**src/rtl/event_unit_pkg.sv**
```systemverilog
// Shared constants for the event/sleep register block: register indices,
// ID-register layout, event-count limit and a helper to pack the ID word.
package event_unit_pkg;

  // Sleep-unit register indices (word index within the slave window)
  localparam logic [1:0] REG_SLP_CTRL   = 2'd0;
  localparam logic [1:0] REG_SLP_STATUS = 2'd1;

  // Event-unit register indices, decoded from PADDR[3:2]
  localparam logic [1:0] REG_EV_MASK    = 2'd0;
  localparam logic [1:0] REG_EV_PENDING = 2'd1;
  localparam logic [1:0] REG_EV_SET     = 2'd2;
  localparam logic [1:0] REG_EV_ID      = 2'd3;

  // Bit position of the valid flag inside the ID register
  localparam int ID_VALID_BIT = 31;

  // Upper bound on the number of event lines one unit can aggregate
  localparam int MAX_EVENTS = 32;

  // Pack {valid, zeros, 5-bit index} for the ID register read-back
  function automatic logic [31:0] ev_id_word(input logic valid, input logic [4:0] id);
    logic [31:0] word;
    word               = 32'd0;
    word[ID_VALID_BIT] = valid;
    word[4:0]          = id;
    return word;
  endfunction

endpackage

```
**src/rtl/event_wake_ctrl_if.sv**
```systemverilog
// APB slave bus bundle for the event wake controller.
interface event_wake_ctrl_if #(
  parameter int ADDR_WIDTH = 12
);
  logic [ADDR_WIDTH-1:0] PADDR;
  logic [31:0]           PWDATA;
  logic                  PWRITE;
  logic                  PSEL;
  logic                  PENABLE;
  logic [31:0]           PRDATA;
  logic                  PREADY;
  logic                  PSLVERR;

  modport master (
    output PADDR, PWDATA, PWRITE, PSEL, PENABLE,
    input  PRDATA, PREADY, PSLVERR
  );

  modport slave (
    input  PADDR, PWDATA, PWRITE, PSEL, PENABLE,
    output PRDATA, PREADY, PSLVERR
  );
endinterface

```
**src/rtl/event_prio_enc.sv**
```systemverilog
// Lowest-set-bit priority encoder: returns the index of the lowest set
// request bit and a valid flag; index is 0 when no bit is set.
module event_prio_enc #(
  parameter int WIDTH     = 32,
  parameter int IDX_WIDTH = 5
) (
  input  logic [WIDTH-1:0]     req,
  output logic [IDX_WIDTH-1:0] idx,
  output logic                 valid
);

  // Scan upward; the first set bit found is latched and later bits ignored
  always_comb begin
    idx   = '0;
    valid = 1'b0;
    for (int i = 0; i < WIDTH; i++) begin
      if (req[i] && !valid) begin
        idx   = IDX_WIDTH'(i);
        valid = 1'b1;
      end else begin
        idx   = idx;
        valid = valid;
      end
    end
  end

endmodule

```
**src/rtl/event_wake_ctrl.sv**
```systemverilog
// Event/interrupt aggregator in front of the sleep unit. Hardware rising
// edges and software-set events accumulate in a pending register; masked
// pending events drive the wake level and a lowest-index-first IRQ with ack.
module event_wake_ctrl
  import event_unit_pkg::*;
#(
  parameter int APB_ADDR_WIDTH = 12,
  parameter int NUM_EVENTS     = 32,
  parameter int ID_WIDTH       = 5
) (
  input  logic                  HCLK,
  input  logic                  HRESETn,
  event_wake_ctrl_if.slave      apb,
  input  logic [NUM_EVENTS-1:0] events_i,
  output logic                  wake_o,
  output logic                  irq_o,
  output logic [ID_WIDTH-1:0]   irq_id_o,
  input  logic                  irq_ack_i,
  input  logic [ID_WIDTH-1:0]   irq_ack_id_i
);

  logic [NUM_EVENTS-1:0] mask_q;
  logic [NUM_EVENTS-1:0] pend_q;
  logic [NUM_EVENTS-1:0] events_q;
  logic [NUM_EVENTS-1:0] rise;
  logic [NUM_EVENTS-1:0] apb_set;
  logic [NUM_EVENTS-1:0] apb_clr;
  logic [NUM_EVENTS-1:0] ack_clr;
  logic [NUM_EVENTS-1:0] pend_n;
  logic [NUM_EVENTS-1:0] active;
  logic                  mask_wr;
  logic                  apb_wr;
  logic                  apb_rd;
  logic [1:0]            reg_idx;
  logic                  enc_valid;
  logic [ID_WIDTH-1:0]   enc_idx;
  logic [31:0]           prdata;
  logic                  unused_apb;

  assign apb_wr  = apb.PSEL & apb.PENABLE & apb.PWRITE;
  assign apb_rd  = apb.PSEL & apb.PENABLE & ~apb.PWRITE;
  assign reg_idx = apb.PADDR[3:2];

  // Only a few address bits take part in decode; the rest are don't-care
  assign unused_apb = ^{apb.PADDR[APB_ADDR_WIDTH-1:0], apb.PWDATA};

  // Decode APB writes into mask load, software set and W1C clear strobes
  always_comb begin
    apb_set = '0;
    apb_clr = '0;
    mask_wr = 1'b0;
    if (apb_wr) begin
      case (reg_idx)
        REG_EV_MASK:    mask_wr = 1'b1;
        REG_EV_PENDING: apb_clr = apb.PWDATA[NUM_EVENTS-1:0];
        REG_EV_SET:     apb_set = apb.PWDATA[NUM_EVENTS-1:0];
        default:        mask_wr = 1'b0;
      endcase
    end else begin
      mask_wr = 1'b0;
    end
  end

  // One-hot clear from the core ack; ids beyond the event range match nothing
  always_comb begin
    ack_clr = '0;
    for (int i = 0; i < NUM_EVENTS; i++) begin
      if (irq_ack_i && (irq_ack_id_i == ID_WIDTH'(i))) begin
        ack_clr[i] = 1'b1;
      end else begin
        ack_clr[i] = 1'b0;
      end
    end
  end

  // Sets (edge or software) win over clears (W1C or ack) on the same bit
  assign rise   = events_i & ~events_q;
  assign pend_n = (pend_q & ~apb_clr & ~ack_clr) | rise | apb_set;
  assign active = pend_q & mask_q;

  // State registers: edge history, pending and mask, cleared by sync reset
  always_ff @(posedge HCLK) begin
    if (!HRESETn) begin
      events_q <= '0;
      pend_q   <= '0;
      mask_q   <= '0;
    end else begin
      events_q <= events_i;
      pend_q   <= pend_n;
      if (mask_wr) begin
        mask_q <= apb.PWDATA[NUM_EVENTS-1:0];
      end else begin
        mask_q <= mask_q;
      end
    end
  end

  event_prio_enc #(
    .WIDTH     (NUM_EVENTS),
    .IDX_WIDTH (ID_WIDTH)
  ) u_prio (
    .req   (active),
    .idx   (enc_idx),
    .valid (enc_valid)
  );

  assign wake_o   = |active;
  assign irq_o    = enc_valid;
  assign irq_id_o = enc_idx;

  // Read mux, driven only during the access phase of a read
  always_comb begin
    prdata = 32'd0;
    if (apb_rd) begin
      case (reg_idx)
        REG_EV_MASK:    prdata = 32'(MAX_EVENTS'(mask_q));
        REG_EV_PENDING: prdata = 32'(MAX_EVENTS'(pend_q));
        REG_EV_SET:     prdata = 32'd0;
        REG_EV_ID:      prdata = ev_id_word(irq_o, 5'(irq_id_o));
        default:        prdata = 32'd0;
      endcase
    end else begin
      prdata = 32'd0;
    end
  end

  assign apb.PRDATA  = prdata;
  assign apb.PREADY  = 1'b1;
  assign apb.PSLVERR = 1'b0;

endmodule

```
**src/flat_wrapper.sv**
```systemverilog
// flat-port wrapper written by rule: the top's interface ports become plain ports
module event_wake_ctrl_flat import event_unit_pkg::*;
#(
  parameter int APB_ADDR_WIDTH = 12,
  parameter int NUM_EVENTS     = 32,
  parameter int ID_WIDTH       = 5
)
  (HCLK, HRESETn, events_i, wake_o, irq_o, irq_id_o, irq_ack_i, irq_ack_id_i, apb_PADDR, apb_PWDATA, apb_PWRITE, apb_PSEL, apb_PENABLE, apb_PRDATA, apb_PREADY, apb_PSLVERR);
  event_wake_ctrl_if #(.ADDR_WIDTH(12)) apb_i ();
  input  logic HCLK;
  input  logic HRESETn;
  input  logic [NUM_EVENTS-1:0] events_i;
  output logic wake_o;
  output logic irq_o;
  output logic [ID_WIDTH-1:0] irq_id_o;
  input  logic irq_ack_i;
  input  logic [ID_WIDTH-1:0] irq_ack_id_i;
  input wire logic [$bits(apb_i.PADDR)-1:0] apb_PADDR;
  input wire logic [$bits(apb_i.PWDATA)-1:0] apb_PWDATA;
  input wire logic [$bits(apb_i.PWRITE)-1:0] apb_PWRITE;
  input wire logic [$bits(apb_i.PSEL)-1:0] apb_PSEL;
  input wire logic [$bits(apb_i.PENABLE)-1:0] apb_PENABLE;
  output wire logic [$bits(apb_i.PRDATA)-1:0] apb_PRDATA;
  output wire logic [$bits(apb_i.PREADY)-1:0] apb_PREADY;
  output wire logic [$bits(apb_i.PSLVERR)-1:0] apb_PSLVERR;
  assign apb_i.PADDR = apb_PADDR;
  assign apb_i.PWDATA = apb_PWDATA;
  assign apb_i.PWRITE = apb_PWRITE;
  assign apb_i.PSEL = apb_PSEL;
  assign apb_i.PENABLE = apb_PENABLE;
  assign apb_PRDATA = apb_i.PRDATA;
  assign apb_PREADY = apb_i.PREADY;
  assign apb_PSLVERR = apb_i.PSLVERR;
  event_wake_ctrl #(.APB_ADDR_WIDTH(APB_ADDR_WIDTH), .NUM_EVENTS(NUM_EVENTS), .ID_WIDTH(ID_WIDTH)) u_core (.HCLK(HCLK), .HRESETn(HRESETn), .apb(apb_i), .events_i(events_i), .wake_o(wake_o), .irq_o(irq_o), .irq_id_o(irq_id_o), .irq_ack_i(irq_ack_i), .irq_ack_id_i(irq_ack_id_i));
endmodule
```
**config.mk**
```make
export PLATFORM = sky130hd
export DESIGN_NAME = event_wake_ctrl_flat
export DESIGN_NICKNAME = d
export VERILOG_FILES = /design/src/rtl/event_unit_pkg.sv /design/src/rtl/event_wake_ctrl_if.sv /design/src/rtl/event_prio_enc.sv /design/src/rtl/event_wake_ctrl.sv /design/src/flat_wrapper.sv
export SDC_FILE = /design/constraint.sdc
export NUM_CORES = 1
export LEC_CHECK = 0
export CAP_MARGIN = 25
export CORE_UTILIZATION = 39
export DETAILED_ROUTE_END_ITERATION = 12
export GPL_TIMING_DRIVEN = 1
export PLACE_DENSITY = 0.66
export SYNTH_ARGS = -nofsm -noshare
export SYNTH_HDL_FRONTEND = slang
export SYNTH_SLANG_ARGS = --single-unit
```
**constraint.sdc**
```tcl
create_clock -name HCLK -period 2.35 [get_ports HCLK]
set_clock_uncertainty 0.1 [all_clocks]
set_input_delay 0.235 -clock HCLK [delete_from_list [all_inputs] [get_ports HCLK]]
set_output_delay 0.235 -clock HCLK [all_outputs]
set_load 0.005 [all_outputs]
```
==> key figures <==
Synth
  – Synth area leader: dfxtp_1
  – Area contributors post-synth: dfxtp_1 38%, mux2i_1 6.3%, nand2_1 6.2%
  – Post-synth top flop: dfxtp_1
  – Cell count after synthesis: 616
  – Post-synth cell types: 54
  – Register bit total from synthesis: 96
  – Ys Warns: 0
  – Syn_nets: 703
  – Ys async rst share: 0%
  – Mean Syn Cell Area: 8.208 µm²
  – Post-Syn Area: 5056 µm²
  – Share of the synthesized area in the top cell type: 38.01%
  – Post-synth EDFFs: 0
  – Seq/Total Area, Yosys: 38.01%

STA
  – Fin crit share: 110.0%
  – Max Slew Vio Count: 0
  – Worst slew margin: 65.44%
  – Setup Viol. Count Final: 9
  – Setup TNS: -1.144 ns
  – Fin. Hold Viols: 0
  – Fin worst setup slack: -0.2349 ns
  – Fmax: 386.9 MHz
  – Slew @ Worst Pin: 0.5183 ns
  – RSZ-0062 raised after global routing: yes
  – Min cycle time layout: 2.585 ns

Global routing
  – Total track usage: 25.88%
  – Vias in the first global route: 5179
  – Global-route wire length before repair: 26140 µm
  – Largest net degree at the start of global routing: 36
  – Total grt overflow: 0
  – Initial antenna violation count: 0

Finish
  – Fillers: 1132
  – Most frequent cells in the layout: 100 x clkdlybuf4s50_1, 91 x buf_4, 84 x dfxtp_1
  – Nets: 903
  – Most common cell after layout, fill and taps aside: clkdlybuf4s50_1
  – Layout Area Growth over Synthesis: 51.50%
  – Final Instance Area: 7660 µm²
  – Share of cells above drive strength 1: 23.51%
  – Post-layout util: 60.70%
  – # diodes: 0

Drt
  – DR WL/cell: 16.98 µm
  – ANT nets after route: 0
  – Initial DRT Pass Iterations: 5
  – Detailed Route Iter0 Violations: 334
  – Via density: 5.341
  – WL final: 16860 µm
  – Via count: 5304
  – Drt drc: 0

Pwr
  – Cell Pwr Density: 513.7 nW/µm²
  – VDD IR max: 0.3721 mV
  – Sequential power share: 44.8%
  – Net Sw Frac: 25.81%
  – Gate power share: 17.6%
  – Pleak: 3.127 nW
  – Psw: 1.016 mW
  – Clock power frac: 37.6%
  – Int Power: 2.919 mW

Floorplan
  – Area of the die: 13420 µm²
  – Die Ht: 115.9 µm
  – Die width: 115.9 µm
  – Initial core utilization: 40.07%
  – I/O Pins: 128
  – Placeable Area: 12620 µm²
  – Rows: 41

Critical path
  – Worst Path Arrival: 2.25 ns
  – Reg2reg path depth: 6
  – CP Max Fanout: 5
  – Critical Path RT: 2.02 ns
  – Crit path kind: register to primary output
  – Startpoint Class: register
  – CP Capture Type: primary output

Place
  – Final HPWL from detailed placement: 12150 µm
  – GPL Wtd Cong: 0.9561
  – PortBufs: 115
  – Placement Cell Area: 7049 µm²

Run status
  – Failing checks: negative setup slack
  – Status: finished with violations

Hold path
  – Tightest Hold Check Type: input port to register
  – Hold path depth: 2

Clock tree
  – CTS tree: built
  – Clk buf depth: 2
  – Clk Latency, worst-skew pair: 0.36 ns
  – CTS Buf Count: 9
  – Sink Count: 96
  – Clock Tree Root: clkbuf_16
  – Reg clk slew, reported paths: 0.07 ns
  – H-tree depth: 3

Flow run
  – Max Cap Viol: 0
==> path summary, 6_finish.rpt <==
check                         start  slack [ns]           endpoint
setup reg to reg  u_core.pend_q[18]        1.07  u_core.pend_q[18]
hold / removal              HRESETn        0.28  u_core.mask_q[31]
hold reg to reg    u_core.mask_q[5]        0.38   u_core.mask_q[5]
setup / recovery  u_core.pend_q[18]       -0.23      apb_PRDATA[0]
==> synthesized netlist by cell type, drive strengths merged, types with 10 or more instances <==
| cell | count |
|---|---|
| a21boi | 34 |
| inv | 37 |
| nand2b | 10 |
| nand2 | 83 |
| a221oi | 32 |
| a22oi | 13 |
| dfxtp | 96 |
| nor2b | 34 |
| o21ai | 38 |
| nor2 | 35 |
| clkbuf | 24 |
| mux2i | 32 |
| a21oi | 36 |
| and2 | 38 |
==> per-stage QoR <==
stage / worst slack [ns] / power (mW) / hold WS [ns] / cells
2_1_floorplan: 0.4712 / 2.069 / 0.2567 / 616
6_report: -0.2349 / 3.935 / 0.2765 / 993
5_1_grt: -0.3081 / 4.097 / 0.3022 / 993
4_1_cts: -0.2120 / 3.927 / 0.2744 / 988
3_3_place_gp: -0.2216 / 2.425 / 0.3730 / 963
3_5_place_dp: -0.2730 / 2.434 / 0.3790 / 963
==> routing by layer <==
metal,vias to the layer above,part of all wire (%),track usage [%]
met4,0,3.4,11.54
li1,2575,-,-
met2,180,47,42.06
met1,2513,43,31.89
met3,36,7.0,7.218
met5,-,0,0
==> what timing repair did <==
action	4_1_cts	5_1_grt
hold buffers	0	0
setup buffers	10	8
setup endpoints to repair	35	14
gates resized for setup	96	21
pin swaps	28	24
gates cloned	0	0
==> registers in the layout, indices dropped and copies added, names as in the netlist <==
signal and count:
u_core.events_q 32, u_core.mask_q 32, u_core.pend_q 32
==> cell families (layout without fill, tap and decap cells) <==
kind of cell    count (synthesis)  after routing  share of synthesized area [%]
mux                            32             32                          6.335
simple gates                  227            227                          23.16
flops                          96             96                          38.01
compound gates                189            189                          26.85
buf+inv                        70            275                          5.494
other cells                     2              2                         0.1485
==> final cells by class <==
cell class | count | area, µm² | share of cell area [%]
clock inverter | 5 | 57.56 | 0.7514
inverter | 37 | 138.9 | 1.813
tap | 172 | 215.2 | 2.810
multi-input combinational | 450 | 3062 | 39.97
timing repair buffer | 222 | 2014 | 26.30
clock buffer | 11 | 232.7 | 3.038
sequential | 96 | 1939 | 25.32
==> power by group through the flow <==
stage               sequential, mW  combinational, mW  clock (mW)
floorplan                     1.79              0.275           0
global placement              1.79              0.634           0
detailed placement            1.79              0.640           0
CTS                           1.76              0.671        1.49
global route                  1.77              0.749        1.58
finish                        1.76              0.693        1.48
==> worst max-delay path: stages, from the launching register on <==
cell       delay, ns
dfxtp_2         0.33
a22o_4          0.27
nor4b_4         0.39
a21boi_2        0.25
nand2b_4        0.15
a2bb2oi_2       0.15
buf_4           0.15
o22ai_4         0.06
buf_2           0.14
Power figures use the tool's default switching activity.
